## src/rtl/fma_dot_sequencer.sv

```systemverilog
// Drives one accumulating FMA through bias + sum(a[i]*b[i]) and returns the final sum on a ready/valid port.
// Result valid two edges after the last operand handshake; all FMA-facing outputs are registered.
module fma_dot_sequencer #(
  parameter int WIDTH = 16,
  parameter int LEN_W = 8
) (
  input  logic                 clk_in,
  input  logic                 rst_n_in,
  input  logic                 cfg_valid_in,
  output logic                 cfg_ready_out,
  input  logic [LEN_W-1:0]     cfg_len_in,
  input  logic [WIDTH-1:0]     cfg_bias_in,
  input  logic                 op_valid_in,
  output logic                 op_ready_out,
  input  logic [WIDTH-1:0]     op_a_in,
  input  logic [WIDTH-1:0]     op_b_in,
  input  logic                 abort_in,
  output logic [3*WIDTH-1:0]   fma_abc_out,
  output logic                 fma_valid_out,
  output logic                 fma_c_valid_out,
  output logic                 fma_output_can_be_valid_out,
  input  logic [WIDTH-1:0]     fma_out_in,
  input  logic                 fma_valid_in,
  output logic                 res_valid_out,
  input  logic                 res_ready_in,
  output logic [WIDTH-1:0]     res_data_out,
  output logic                 busy_out,
  output logic                 err_out
);

  localparam logic [1:0] S_IDLE  = 2'd0;
  localparam logic [1:0] S_ACCUM = 2'd1;
  localparam logic [1:0] S_DRAIN = 2'd2;
  localparam logic [1:0] S_DONE  = 2'd3;

  logic [1:0]         state_q, state_d;
  logic [LEN_W-1:0]   rem_q, rem_d;
  logic               first_q, first_d;
  logic [WIDTH-1:0]   bias_q, bias_d;
  logic [3*WIDTH-1:0] abc_q, abc_d;
  logic               fvld_q, fvld_d;
  logic               cvld_q, cvld_d;
  logic               ocbv_q, ocbv_d;
  logic [WIDTH-1:0]   res_q, res_d;
  logic               err_q, err_d;
  logic               abort_d1_q, abort_d1_d;
  logic               spurious;

  // A late FMA output is expected in the cycle right after an abort.
  assign spurious = fma_valid_in && (state_q != S_DRAIN) && !abort_d1_q;

  always_comb begin
    state_d    = state_q;
    rem_d      = rem_q;
    first_d    = first_q;
    bias_d     = bias_q;
    abc_d      = abc_q;
    fvld_d     = 1'b0;
    cvld_d     = 1'b0;
    ocbv_d     = 1'b0;
    res_d      = res_q;
    err_d      = err_q;
    abort_d1_d = abort_in;

    case (state_q)
      S_IDLE: begin
        if (cfg_valid_in) begin
          bias_d = cfg_bias_in;
          err_d  = 1'b0;
          if (cfg_len_in == '0) begin
            res_d   = cfg_bias_in;
            state_d = S_DONE;
          end else begin
            rem_d   = cfg_len_in;
            first_d = 1'b1;
            state_d = S_ACCUM;
          end
        end
      end
      S_ACCUM: begin
        if (op_valid_in) begin
          abc_d   = {op_a_in, op_b_in, (first_q ? bias_q : {WIDTH{1'b0}})};
          fvld_d  = 1'b1;
          cvld_d  = first_q;
          ocbv_d  = (rem_q == LEN_W'(1));
          first_d = 1'b0;
          rem_d   = rem_q - LEN_W'(1);
          if (rem_q == LEN_W'(1)) state_d = S_DRAIN;
        end
      end
      S_DRAIN: begin
        if (fma_valid_in) begin
          res_d   = fma_out_in;
          state_d = S_DONE;
        end
      end
      default: begin
        if (res_ready_in) state_d = S_IDLE;
      end
    endcase

    if (spurious) err_d = 1'b1;

    // Abort overrides every handshake taken above.
    if (abort_in) begin
      state_d = S_IDLE;
      rem_d   = '0;
      first_d = 1'b0;
      bias_d  = bias_q;
      fvld_d  = 1'b0;
      cvld_d  = 1'b0;
      ocbv_d  = 1'b0;
      res_d   = res_q;
      err_d   = err_q | spurious;
    end
  end

  always_ff @(posedge clk_in or negedge rst_n_in) begin
    if (!rst_n_in) begin
      state_q    <= S_IDLE;
      rem_q      <= '0;
      first_q    <= 1'b0;
      bias_q     <= '0;
      abc_q      <= '0;
      fvld_q     <= 1'b0;
      cvld_q     <= 1'b0;
      ocbv_q     <= 1'b0;
      res_q      <= '0;
      err_q      <= 1'b0;
      abort_d1_q <= 1'b0;
    end else begin
      state_q    <= state_d;
      rem_q      <= rem_d;
      first_q    <= first_d;
      bias_q     <= bias_d;
      abc_q      <= abc_d;
      fvld_q     <= fvld_d;
      cvld_q     <= cvld_d;
      ocbv_q     <= ocbv_d;
      res_q      <= res_d;
      err_q      <= err_d;
      abort_d1_q <= abort_d1_d;
    end
  end

  assign cfg_ready_out               = (state_q == S_IDLE);
  assign op_ready_out                = (state_q == S_ACCUM);
  assign res_valid_out               = (state_q == S_DONE);
  assign busy_out                    = (state_q != S_IDLE);
  assign res_data_out                = res_q;
  assign err_out                     = err_q;
  assign fma_abc_out                 = abc_q;
  assign fma_valid_out               = fvld_q;
  assign fma_c_valid_out             = cvld_q;
  assign fma_output_can_be_valid_out = ocbv_q;

endmodule

```

## config.mk

```make
export PLATFORM = sky130hd
export DESIGN_NAME = fma_dot_sequencer
export DESIGN_NICKNAME = d
export VERILOG_FILES = /design/src/rtl/fma_dot_sequencer.sv
export SDC_FILE = /design/constraint.sdc
export NUM_CORES = 1
export LEC_CHECK = 0
export BUFFER_PORTS_ARGS = -buffer_cell sky130_fd_sc_hd__buf_2
export CELL_PAD_IN_SITES_DETAIL_PLACEMENT = 1
export CELL_PAD_IN_SITES_GLOBAL_PLACEMENT = 1
export CORE_UTILIZATION = 42
export DETAILED_ROUTE_END_ITERATION = 8
export PLACE_DENSITY = 0.95
export SETUP_SLACK_MARGIN = 0.5
export SYNTH_ARGS = -nofsm -noshare
export SYNTH_HDL_FRONTEND = slang
export SYNTH_SLANG_ARGS = --single-unit
```

## constraint.sdc

```tcl
create_clock -name clk_in -period 6.8 [get_ports clk_in]
set_clock_uncertainty 0.15 [all_clocks]
set_input_delay 0.34 -clock clk_in [delete_from_list [all_inputs] [get_ports clk_in]]
set_output_delay 0.34 -clock clk_in [all_outputs]
set_load 0.01 [all_outputs]
```

==> flow_metrics.env <==
export IMPL_setup_tns_final_ns=0
export IMPL_cts_made_buffers=9
export IMPL_drt_wl_total_um=11200
export IMPL_end_kind="flip-flop"
export IMPL_core_area_mm2=0.00982
export IMPL_synth_top_cells_by_area="sky130_fd_sc_hd__dfrtp_1 (56%), sky130_fd_sc_hd__mux2_2 (17%), sky130_fd_sc_hd__nand2_1 (3.7%), sky130_fd_sc_hd__mux2_4 (3.5%), sky130_fd_sc_hd__o21ai_0 (2.0%)"
export IMPL_synthMostInstantiatedCell="sky130_fd_sc_hd__dfrtp_1"
export IMPL_drcViolationCount=0
export IMPL_area_sequential_mm2=0.00240
export IMPL_clock_tree_buffer_depth=2
export IMPL_p_leak_nw=2.61
export IMPL_die_h_um=103
export IMPL_detail_route_vias_per_cell=5.19
export IMPL_cts_root_buffer_cell="sky130_fd_sc_hd__clkbuf_8"
export IMPL_antenna_found_initial=0
export IMPL_cp_max_fo=20
export IMPL_p_comb_share_pct=42.4
export IMPL_critical_path_cell_chain="inv_1 > ha_1 > nor2_1 > or4_1 > mux2_1"
export IMPL_postRouteAntennaNets=0
export IMPL_worstPathRequired_ns=6.89
export IMPL_synth_flop_cell="sky130_fd_sc_hd__dfrtp_1"
export IMPL_maxSlewViolCount=0
export IMPL_globalplace_congestion=0.970
export IMPL_vias=3251
export IMPL_area_growth_syn_to_layout_pct=24.6
export IMPL_grt_pass1_wl_um=17400
export IMPL_critical_path_top_delay_family="simple AND/OR/NAND/NOR gates"
export IMPL_vdd_ir_drop_max_v=0.000232
export IMPL_layout_min_cycle_time_ns=2.97
export IMPL_worstSetupPathType="reg2reg"
export IMPL_die_width_um=103
export IMPL_hpwlAfterDp_um=8230
export IMPL_synth_yosys_seq_area_share_pct=56.0
export IMPL_synth_nets=428
export IMPL_worst_slew_pin_slew_ns=1.09
export IMPL_cts_htree_levels=3
export IMPL_worst_endpoint_arrival_ns=3.07
export IMPL_netlist_area_mm2=0.00429
export IMPL_critical_path_buf_inv_count=1
export IMPL_cap_violations=0
export IMPL_tritoncts_clock_tree="built"
export IMPL_ctsResizeCount=0
export IMPL_clock_power_share_pct=16.1
export IMPL_ys_seq_elements=96
export IMPL_clkSlewWorstSetupHoldPaths_ns=0.09
export IMPL_run_status="complete, no violations"
export IMPL_grt_start_max_net_pins=88
export IMPL_yosysTopAreaCellShare_pct=56.0
export IMPL_netlist_cell_type_count=43
export IMPL_yosys_warnings=0
export IMPL_seq_power_share_pct=41.4
export IMPL_timing_fmax_mhz=337
export IMPL_postLayoutCoreUtil_pct=54.4
export IMPL_synthDominantAreaCellType="sky130_fd_sc_hd__dfrtp_1"
export IMPL_ioPinCount=151
export IMPL_min_delay_path_class="in2reg"
export IMPL_cts_sink_count=96
export IMPL_fillerInstances=1107
export IMPL_p_switching_mw=0.894
export IMPL_power_internal_mw=1.52
export IMPL_clk_insertion_delay_late_ns=0.36
export IMPL_layout_drive_gt1_share_pct=49.9
export IMPL_synthCells=343
export IMPL_grt_setup_unrepaired="false"
export IMPL_switching_share_of_power_pct=37.0
export IMPL_grt_residual_overflow=0
export IMPL_die_area_mm2=0.0106
export IMPL_synth_edf_count=0
export IMPL_timing_final_setup_violations=0
export IMPL_synth_top_cells_by_count="sky130_fd_sc_hd__dfrtp_1 (96), sky130_fd_sc_hd__mux2_2 (66), sky130_fd_sc_hd__nand2_1 (42)"
export IMPL_startpoint_type="flip-flop"
export IMPL_start_util_pct=43.7
export IMPL_antenna_cells=0
export IMPL_post_cts_setup_buffers=0
export IMPL_design_power_total_mw=2.42
export IMPL_first_global_vias=3438
export IMPL_wl_per_cell_um=17.9
export IMPL_port_buffer_count=150
export IMPL_slew_headroom_pct=27.5
export IMPL_final_nets=573
export IMPL_row_count=36
export IMPL_async_flop_share_pct=100
export IMPL_drt_first_pass_iters=4
export IMPL_critical_path_slowest_cell="sky130_fd_sc_hd__or4_1"
export IMPL_power_per_cell_area_mw_per_mm2=452
export IMPL_total_area_of_multi_input_combinational_cells_mm2=0.00175
export IMPL_timing_critical_path_slowest_cell_delay_ns=0.83
export IMPL_syn_avg_cell_area_um2=12.5
export IMPL_final_hold_viol_count=0
export IMPL_track_usage_pct=21.9
export IMPL_first_iter_violations=111
export IMPL_crit_share_post_route_pct=43.7
## stage by stage
step	setup slack [ns]	std cells	hold slack, ns	cell area, um2
CTS	3.78	626	0.0410	5340
finish	3.83	626	0.0579	5340
global route	3.56	626	0.0430	5340
floorplan	4.41	343	-0.106	4290
detailed placement	3.79	609	0.0298	5130
global placement	3.96	609	0.0252	5130
## kinds of logic (layout without fill, tap and decap cells)
| group | Yosys count | in the layout | share of synthesized area [%] |
|---|---|---|---|
| flops | 96 | 96 | 56.0 |
| mux | 81 | 81 | 22.1 |
| simple gates | 78 | 78 | 9.22 |
| compound gates | 53 | 53 | 7.71 |
| buf+inv | 29 | 179 | 3.15 |
| fa+ha+maj | 6 | 6 | 1.75 |
## per-layer routing
metal  part of all wire [%]  global-route usage (%)  vias up
li1                       -                       -     1507
met1                     42                    27.7     1576
met2                     49                    36.7      144
met3                    6.1                    4.68       24
met4                    2.4                    8.78        0
met5                      0                       0        -
## power by group through the flow
stage               clock, mW  combinational, mW  sequential (mW)
floorplan                   0              0.575             1.07
CTS                     0.402               1.03             1.01
global placement            0              0.972            0.990
global route            0.422               1.13             1.04
detailed placement          0               1.03             1.01
finish                  0.390               1.03             1.00
## final timing paths
check                       startpoint         endpoint  slack [ns]  cells past startpoint
max                         state_q[0]  res_data_out[1]        3.83                      5
min reg2reg                 abort_d1_q          err_out        0.30                      1
max in group asynchronous     rst_n_in       bias_q[10]        4.99                      3
min in group asynchronous     rst_n_in  res_data_out[1]        0.21                      2
min                        op_b_in[14]  fma_abc_out[30]        0.06                      2
max reg2reg                 state_q[0]  res_data_out[1]        3.83                      5
## cells in the final DEF (no fill, tap or decap), drive strengths merged, types with 6 or more instances in the layout
| master | count |
|---|---|
| buf | 152 |
| o21ai | 17 |
| clkbuf | 12 |
| ha | 6 |
| nor2 | 9 |
| inv | 10 |
| a21oi | 13 |
| nand2 | 42 |
| dfrtp | 96 |
| mux2 | 80 |
## registers in the layout (all words and copies together), names as in the netlist
name,cells
abort_d1_q,1
bias_q,16
err_out,1
first_q,1
fma_abc_out,48
fma_c_valid_out,1
fma_output_can_be_valid_out,1
fma_valid_out,1
rem_q,8
res_data_out,16
state_q,2
## what timing repair did
item / CTS / global route
hold endpoints to repair: 9 / 0
setup endpoints to repair: 0 / 0
hold buffers: 1 / 0
## area by class of cell
cell class | instances | share of cell area (%)
flip-flops and latches | 96 | 45.0
inverters | 10 | 0.703
clock inverters | 4 | 0.960
clock buffers | 12 | 2.90
multi-input cells | 218 | 32.8
repair buffers | 153 | 14.6
well taps | 133 | 3.11
(Power assumes the default switching activity.)
